<file path="src/rtl/coll_pair_scheduler_if.sv">
// Operand/result bus between the pair scheduler (master) and the collision detector (slave).
//
// Handshake: the master raises cd_in_rdy with all operands stable and keeps both
// unchanged until it samples cd_out_rdy=1 on a rising clock edge; that edge
// transfers cd_hit. cd_in_rdy then drops for at least one cycle before the next
// request. cd_hit is meaningful only while cd_out_rdy=1.
interface coll_pair_scheduler_if;
    logic [15:0] cd_xa;
    logic [15:0] cd_ya;
    logic [15:0] cd_vxa;
    logic [15:0] cd_vya;
    logic [15:0] cd_xb;
    logic [15:0] cd_yb;
    logic [15:0] cd_vxb;
    logic [15:0] cd_vyb;
    logic [31:0] cd_r;
    logic        cd_in_rdy;
    logic        cd_out_rdy;
    logic        cd_hit;

    modport master (
        output cd_xa, cd_ya, cd_vxa, cd_vya,
        output cd_xb, cd_yb, cd_vxb, cd_vyb,
        output cd_r, cd_in_rdy,
        input  cd_out_rdy, cd_hit
    );

    modport slave (
        input  cd_xa, cd_ya, cd_vxa, cd_vya,
        input  cd_xb, cd_yb, cd_vxb, cd_vyb,
        input  cd_r, cd_in_rdy,
        output cd_out_rdy, cd_hit
    );
endinterface

</file>
<file path="src/rtl/coll_pair_scheduler.sv">
// Walks every bot pair (i<j) through the collision detector and builds a hit mask/count.
// Optional macro COLL_TIMEOUT_EN adds a detector response timeout that aborts the sweep with err.
module coll_pair_scheduler #(
    parameter int NUM_BOTS = 4,
    parameter int IDX_W    = 4,
    parameter int TIMEOUT  = 255
) (
    input  logic                  clock,
    input  logic                  rst_n,
    input  logic                  load_en,
    input  logic [IDX_W-1:0]      load_idx,
    input  logic [15:0]           load_x,
    input  logic [15:0]           load_y,
    input  logic [15:0]           load_vx,
    input  logic [15:0]           load_vy,
    input  logic [31:0]           radius,
    input  logic                  start,
    output logic                  busy,
    output logic                  done,
    coll_pair_scheduler_if.master cd,
    output logic [NUM_BOTS-1:0]   hit_mask,
    output logic [7:0]            hit_count,
    output logic                  err,
    output logic [2:0]            state_dbg
);

    typedef enum logic [2:0] {
        IDLE  = 3'd0,
        ISSUE = 3'd1,
        WAIT  = 3'd2,
        NEXT  = 3'd3,
        FIN   = 3'd4
    } state_t;

    // Snapshot depth covers the whole index space so i/j/load_idx index it
    // without width games; entries >= NUM_BOTS are never written and stay 0.
    localparam int DEPTH = 1 << IDX_W;

    if (NUM_BOTS < 2 || NUM_BOTS > 16 || DEPTH < NUM_BOTS || TIMEOUT < 1) begin : g_bad_cfg
        $error("coll_pair_scheduler: illegal NUM_BOTS/IDX_W/TIMEOUT combination");
    end

    state_t               state;
    state_t               state_nx;
    logic [IDX_W-1:0]     i_idx;
    logic [IDX_W-1:0]     j_idx;
    logic [15:0]          snap_x  [DEPTH];
    logic [15:0]          snap_y  [DEPTH];
    logic [15:0]          snap_vx [DEPTH];
    logic [15:0]          snap_vy [DEPTH];
    logic                 load_ok;
    logic                 last_pair;
    logic                 timed_out;
    logic [NUM_BOTS-1:0]  pair_bits;

    assign state_dbg = state;
    assign load_ok   = (state == IDLE) && load_en && (32'(load_idx) < NUM_BOTS);
    assign last_pair = (i_idx == IDX_W'(NUM_BOTS - 2)) && (j_idx == IDX_W'(NUM_BOTS - 1));

    always_comb begin
        pair_bits = '0;
        for (int k = 0; k < NUM_BOTS; k++) begin
            pair_bits[k] = (IDX_W'(k) == i_idx) || (IDX_W'(k) == j_idx);
        end
    end

`ifdef COLL_TIMEOUT_EN
    localparam int CNT_W = $clog2(TIMEOUT + 2);

    logic [CNT_W-1:0] wait_cnt;
    logic             err_q;

    // The first WAIT cycle only presents the request, so the detector gets
    // TIMEOUT full cycles after that before the sweep is abandoned.
    assign timed_out = (wait_cnt == CNT_W'(TIMEOUT + 1));
    assign err       = err_q;

    always_ff @(posedge clock or negedge rst_n) begin
        if (!rst_n) begin
            wait_cnt <= '0;
        end else if (state != WAIT) begin
            wait_cnt <= '0;
        end else if (!timed_out) begin
            wait_cnt <= wait_cnt + CNT_W'(1);
        end
    end

    always_ff @(posedge clock or negedge rst_n) begin
        if (!rst_n) begin
            err_q <= 1'b0;
        end else if (state == IDLE && start) begin
            err_q <= 1'b0;
        end else if (state == WAIT && !cd.cd_out_rdy && timed_out) begin
            err_q <= 1'b1;
        end
    end
`else
    assign timed_out = 1'b0;
    assign err       = 1'b0;
`endif

    always_ff @(posedge clock or negedge rst_n) begin
        if (!rst_n) begin
            state <= IDLE;
        end else begin
            state <= state_nx;
        end
    end

    always_comb begin
        state_nx     = state;
        busy         = 1'b0;
        done         = 1'b0;
        cd.cd_in_rdy = 1'b0;
        case (state)
            IDLE: begin
                if (start) begin
                    state_nx = ISSUE;
                end
            end
            ISSUE: begin
                busy     = 1'b1;
                state_nx = WAIT;
            end
            WAIT: begin
                busy         = 1'b1;
                cd.cd_in_rdy = 1'b1;
                if (cd.cd_out_rdy) begin
                    state_nx = NEXT;
                end else if (timed_out) begin
                    state_nx = FIN;
                end
            end
            NEXT: begin
                busy     = 1'b1;
                state_nx = last_pair ? FIN : ISSUE;
            end
            FIN: begin
                done     = 1'b1;
                state_nx = IDLE;
            end
            default: state_nx = IDLE;
        endcase
    end

    always_ff @(posedge clock or negedge rst_n) begin
        if (!rst_n) begin
            for (int k = 0; k < DEPTH; k++) begin
                snap_x[k]  <= '0;
                snap_y[k]  <= '0;
                snap_vx[k] <= '0;
                snap_vy[k] <= '0;
            end
        end else if (load_ok) begin
            snap_x[load_idx]  <= load_x;
            snap_y[load_idx]  <= load_y;
            snap_vx[load_idx] <= load_vx;
            snap_vy[load_idx] <= load_vy;
        end
    end

    // Operands are captured at the end of ISSUE and held through WAIT.
    always_ff @(posedge clock or negedge rst_n) begin
        if (!rst_n) begin
            i_idx     <= '0;
            j_idx     <= IDX_W'(1);
            hit_mask  <= '0;
            hit_count <= '0;
            cd.cd_xa  <= '0;
            cd.cd_ya  <= '0;
            cd.cd_vxa <= '0;
            cd.cd_vya <= '0;
            cd.cd_xb  <= '0;
            cd.cd_yb  <= '0;
            cd.cd_vxb <= '0;
            cd.cd_vyb <= '0;
            cd.cd_r   <= '0;
        end else begin
            case (state)
                IDLE: begin
                    if (start) begin
                        i_idx     <= '0;
                        j_idx     <= IDX_W'(1);
                        hit_mask  <= '0;
                        hit_count <= '0;
                    end
                end
                ISSUE: begin
                    cd.cd_xa  <= snap_x[i_idx];
                    cd.cd_ya  <= snap_y[i_idx];
                    cd.cd_vxa <= snap_vx[i_idx];
                    cd.cd_vya <= snap_vy[i_idx];
                    cd.cd_xb  <= snap_x[j_idx];
                    cd.cd_yb  <= snap_y[j_idx];
                    cd.cd_vxb <= snap_vx[j_idx];
                    cd.cd_vyb <= snap_vy[j_idx];
                    cd.cd_r   <= radius;
                end
                WAIT: begin
                    if (cd.cd_out_rdy && cd.cd_hit) begin
                        hit_mask <= hit_mask | pair_bits;
                        if (hit_count != 8'hFF) begin
                            hit_count <= hit_count + 8'd1;
                        end
                    end
                end
                NEXT: begin
                    if (!last_pair) begin
                        if (j_idx == IDX_W'(NUM_BOTS - 1)) begin
                            i_idx <= i_idx + IDX_W'(1);
                            j_idx <= i_idx + IDX_W'(2);
                        end else begin
                            j_idx <= j_idx + IDX_W'(1);
                        end
                    end
                end
                default: ;
            endcase
        end
    end

endmodule
</file>
<file path="src/flat_wrapper.sv">
// flat-port wrapper written by rule: the top's interface ports become plain ports
module coll_pair_scheduler_flat 
#(
    parameter int NUM_BOTS = 4,
    parameter int IDX_W    = 4,
    parameter int TIMEOUT  = 255
)
  (clock, rst_n, load_en, load_idx, load_x, load_y, load_vx, load_vy, radius, start, busy, done, hit_mask, hit_count, err, state_dbg, cd_cd_xa, cd_cd_ya, cd_cd_vxa, cd_cd_vya, cd_cd_xb, cd_cd_yb, cd_cd_vxb, cd_cd_vyb, cd_cd_r, cd_cd_in_rdy, cd_cd_out_rdy, cd_cd_hit);
  coll_pair_scheduler_if cd_i ();
  input  logic clock;
  input  logic rst_n;
  input  logic load_en;
  input  logic [IDX_W-1:0] load_idx;
  input  logic [15:0] load_x;
  input  logic [15:0] load_y;
  input  logic [15:0] load_vx;
  input  logic [15:0] load_vy;
  input  logic [31:0] radius;
  input  logic start;
  output logic busy;
  output logic done;
  output logic [NUM_BOTS-1:0] hit_mask;
  output logic [7:0] hit_count;
  output logic err;
  output logic [2:0] state_dbg;
  output wire logic [$bits(cd_i.cd_xa)-1:0] cd_cd_xa;
  output wire logic [$bits(cd_i.cd_ya)-1:0] cd_cd_ya;
  output wire logic [$bits(cd_i.cd_vxa)-1:0] cd_cd_vxa;
  output wire logic [$bits(cd_i.cd_vya)-1:0] cd_cd_vya;
  output wire logic [$bits(cd_i.cd_xb)-1:0] cd_cd_xb;
  output wire logic [$bits(cd_i.cd_yb)-1:0] cd_cd_yb;
  output wire logic [$bits(cd_i.cd_vxb)-1:0] cd_cd_vxb;
  output wire logic [$bits(cd_i.cd_vyb)-1:0] cd_cd_vyb;
  output wire logic [$bits(cd_i.cd_r)-1:0] cd_cd_r;
  output wire logic [$bits(cd_i.cd_in_rdy)-1:0] cd_cd_in_rdy;
  input wire logic [$bits(cd_i.cd_out_rdy)-1:0] cd_cd_out_rdy;
  input wire logic [$bits(cd_i.cd_hit)-1:0] cd_cd_hit;
  assign cd_cd_xa = cd_i.cd_xa;
  assign cd_cd_ya = cd_i.cd_ya;
  assign cd_cd_vxa = cd_i.cd_vxa;
  assign cd_cd_vya = cd_i.cd_vya;
  assign cd_cd_xb = cd_i.cd_xb;
  assign cd_cd_yb = cd_i.cd_yb;
  assign cd_cd_vxb = cd_i.cd_vxb;
  assign cd_cd_vyb = cd_i.cd_vyb;
  assign cd_cd_r = cd_i.cd_r;
  assign cd_cd_in_rdy = cd_i.cd_in_rdy;
  assign cd_i.cd_out_rdy = cd_cd_out_rdy;
  assign cd_i.cd_hit = cd_cd_hit;
  coll_pair_scheduler #(.NUM_BOTS(NUM_BOTS), .IDX_W(IDX_W), .TIMEOUT(TIMEOUT)) u_core (.clock(clock), .rst_n(rst_n), .load_en(load_en), .load_idx(load_idx), .load_x(load_x), .load_y(load_y), .load_vx(load_vx), .load_vy(load_vy), .radius(radius), .start(start), .busy(busy), .done(done), .cd(cd_i), .hit_mask(hit_mask), .hit_count(hit_count), .err(err), .state_dbg(state_dbg));
endmodule
</file>
<file path="config.mk">
export PLATFORM = sky130hd
export DESIGN_NAME = coll_pair_scheduler_flat
export DESIGN_NICKNAME = d
export VERILOG_FILES = /design/src/rtl/coll_pair_scheduler_if.sv /design/src/rtl/coll_pair_scheduler.sv /design/src/flat_wrapper.sv
export SDC_FILE = /design/constraint.sdc
export NUM_CORES = 2
export LEC_CHECK = 0
export BUFFER_PORTS_ARGS = -buffer_cell sky130_fd_sc_hd__buf_2
export CORE_MARGIN = 2
export CORE_UTILIZATION = 55
export DETAILED_ROUTE_END_ITERATION = 8
export PLACE_DENSITY = 0.76
export SETUP_SLACK_MARGIN = 0.05
export SLEW_MARGIN = 20
export SYNTH_ARGS = -nofsm -noshare
export SYNTH_HDL_FRONTEND = slang
export SYNTH_SLANG_ARGS = --single-unit
</file>
<file path="constraint.sdc">
create_clock -name clock -period 2.4 [get_ports clock]
set_input_delay 0.12 -clock clock [delete_from_list [all_inputs] [get_ports clock]]
set_output_delay 0.12 -clock clock [all_outputs]
set_load 0.02 [all_outputs]
</file>
==> metrics.cfg <==
[die]
core_um2=98130
rows=115
dieWidth_um=318.1
die_h_um=318.1
start_util_pct=55.28
dieArea_um2=101200
ios=285

[routing]
wl_per_cell_um=25.91
top_layer_used=met5
m1WireLength_mm=57.11
dr.pass1.iters=8
met2RoutedLength_mm=66.83
wl_met3_mm=7.852
drt_iter0_markers=2584
antenna_left=0
drc=0
viasPerCell=6.143
drt-total-wl_mm=136.0
vias=32230

[critical_path]
path_cells=buf_12 -> buf_12 -> mux4_2 -> mux2_2 -> a221oi_1 -> a21oi_1
r2r_end=u_core.cd.cd_vxb[11]$_DFFE_PN0P_
path_common_cell=buf_12
worstSetupPathDepth=6
crit_required_ns=2.98
crit_path_max_fanout=15
slowest_stage=dfstp_4
r2r-start=u_core.j_idx[0]$_DFFE_PN1P_
path_buf_inv=2
cp_top_family=multiplexers
r2r_cells=6
critPathKind=reg -> reg
regToRegSetupSlack_ns=-0.03
cp-end-kind=flip-flop
start_kind=flip-flop
max_stage_delay_ns=0.67
crit_arrival_ns=3.01

[min_path]
hold_depth=5
hp-class=in -> reg
hold_start=load_idx[2]
min_to=u_core.snap_vy[220]$_DFFE_PN0P_

[sta]
slew_viol_final=0
fmax_mhz=412.2
clock_skew_ns=0.02415
fin_crit_sh_pct=101.1
setup_slack_ns=-0.02578
rsz0062_at_grt=true
worst_pin_slew_ns=0.8076
min_period_ns=2.426
whs_ns=0.1142
relSlewSlack_pct=46.16
hold_viol_final=0
finalSetupViolCount=7

[yosys]
synth-async-reset-ratio_pct=100.0
ys_top_cells_by_area=dfrtp_1, mux4_2, mux2_2
synth_edf_count=0
synth_most_common_cell=dfrtp_1
ys_ff_latch=1207
ys_types=57
synth_top_cell_by_area=dfrtp_1
ys_seq_area_share_pct=55.68
yosys.area.top_type_share_pct=55.64
netlist_top_cells_count=dfrtp_1, clkbuf_1, mux4_2
synth_area_um2=54240
ys_warn_count=0
synthFlopType=dfrtp_1
synthCells=4013
syn_nets=4129
synth_area_per_cell_um2=13.52

[placement]
dpl.cell_count=4831
place_congestion=0.8334
post-place-ws_ns=-0.05024
numPortBuffers=283
dpl.hpwl_mm=82.06

[finish]
layout.nets=3973
multi_input_area_um2=21000
utilization_pct=65.31
drive_gt1_share_pct=44.50
final_cells=5247
area_delta_synth_final_pct=18.15
seq_area_um2=30230
nFillCells=6635

[cts]
clk_latency_ns=0.72
cts_tree=built
cts_inserted_buffers=121
htree_num_levels=3
cts.path.max_buffers=3
cts_root_buf=clkbuf_16
clock_sinks=1207
clk_pin_slew_ns=0.06

[grt]
grt_pass1_wl_mm=210.0
gr-usage-all-layers_pct=26.84
grt_antenna_before_repair=6
grt_max_degree=78
grt_pass1_vias=34520
grt-ovfl-total=0

[status]
status=finished with violations
failed_checks=negative setup slack

[power_and_ir_drop]
p_leak_nw=29.31
vdd_drop_max_mv=0.8648
power.density_nw_per_um2=1159

[job]
maxCapViolCount=0

-- how the worst max path moves through the flow --
stage / to / slack [ns] / from
finish: u_core.cd.cd_vxb[11]$_DFFE_PN0P_ / -0.03 / u_core.j_idx[0]$_DFFE_PN1P_
global route: u_core.cd.cd_vxb[0]$_DFFE_PN0P_ / -0.09 / u_core.j_idx[0]$_DFFE_PN1P_
CTS: u_core.cd.cd_yb[7]$_DFFE_PN0P_ / -0.05 / u_core.j_idx[0]$_DFFE_PN1P_
detailed placement: u_core.cd.cd_vxb[6]$_DFFE_PN0P_ / -0.05 / u_core.j_idx[0]$_DFFE_PN1P_
global placement: u_core.cd.cd_xb[5]$_DFFE_PN0P_ / -0.01 / u_core.j_idx[0]$_DFFE_PN1P_
floorplan: u_core.j_idx[0]$_DFFE_PN1P_ / 0.08 / u_core.i_idx[0]$_DFFE_PN0P_
-- layer usage --
| metal | global-route usage [%] | vias to the layer above |
|---|---|---|
| li1 | - | 13830 |
| met1 | 37.50 | 16960 |
| met2 | 43.38 | 1159 |
| met3 | 4.649 | 278 |
| met4 | 8.805 | 8 |
| met5 | 0 | - |
-- stage by stage --
step                      TNS (ns)  area, um2  power [mW]
final                     -0.07377      64090       74.28
after global routing        -2.319      64080       77.63
after CTS                  -0.3371      62710       72.72
after detailed placement   -0.2855      56370       50.76
after global placement    -0.05599      56370       50.18
after floorplan                  0      54250       41.51
-- logic make-up after synthesis --
group	share of synthesized area [%]
buffers and inverters	7.660
adder cells (fa/ha/maj)	0.2307
flip-flops	55.68
AND/OR/NAND/NOR	2.390
other	0.006913
AO/OA/AOI/OAI	5.328
multiplexers	28.65
XOR/XNOR	0.04845
-- power by group --
part	total (mW)	switching, mW	internal, mW
sequential	26.3	2.56	23.7
clock	20.2	8.09	12.1
combinational	27.8	13.7	14.1
total	74.3	24.3	49.9
-- layout make-up --
class	instances	share of cell area (%)
flip-flops and latches	1207	47.17
multi-input cells	1771	32.77
repair buffers	750	10.79
clock buffers	171	5.572
well taps	1287	2.513
clock inverters	52	1.128
inverters	6	0.03709
diodes	3	0.01171
-- tightest hold or removal path: stages --
cell and delay, ns:
buf_2 0.09, nor4b_2 0.06, nand4b_1 0.14, buf_12 0.20, mux2_2 0.17
-- sequential cells by signal (all words and copies together) (netlist names), 8 cells and up --
signal / cells
u_core.cd.cd_vya: 16
u_core.cd.cd_vxa: 16
u_core.cd.cd_yb: 16
u_core.snap_y: 256
u_core.cd.cd_r: 32
u_core.snap_vx: 256
u_core.snap_vy: 256
u_core.snap_x: 256
u_core.cd.cd_xb: 16
u_core.cd.cd_xa: 16
u_core.hit_count: 8
u_core.cd.cd_ya: 16
u_core.cd.cd_vyb: 16
u_core.cd.cd_vxb: 16
-- layout by cell type (no fill, tap or decap), types with 24 or more instances in the layout --
cell / instances
a21oi_1: 122
a221oi_2: 92
buf_12: 84
buf_2: 282
buf_4: 229
clkbuf_16: 132
clkbuf_8: 27
clkinv_2: 24
dfrtp_1: 1199
dlygate4sd3_1: 101
mux2_2: 324
mux2_4: 56
mux2i_1: 259
mux4_2: 383
nand2_1: 113
nor2_1: 142
o22ai_1: 127
-- timing repair --
action	in CTS	in global routing
buffers inserted	27	47
cloned	8	7
setup endpoints to repair	86	118
resized for setup	97	155
pin swaps	22	43
hold buffers	102	0
hold endpoints to repair	991	0
Note: power is estimated with default switching activity, not from simulation.
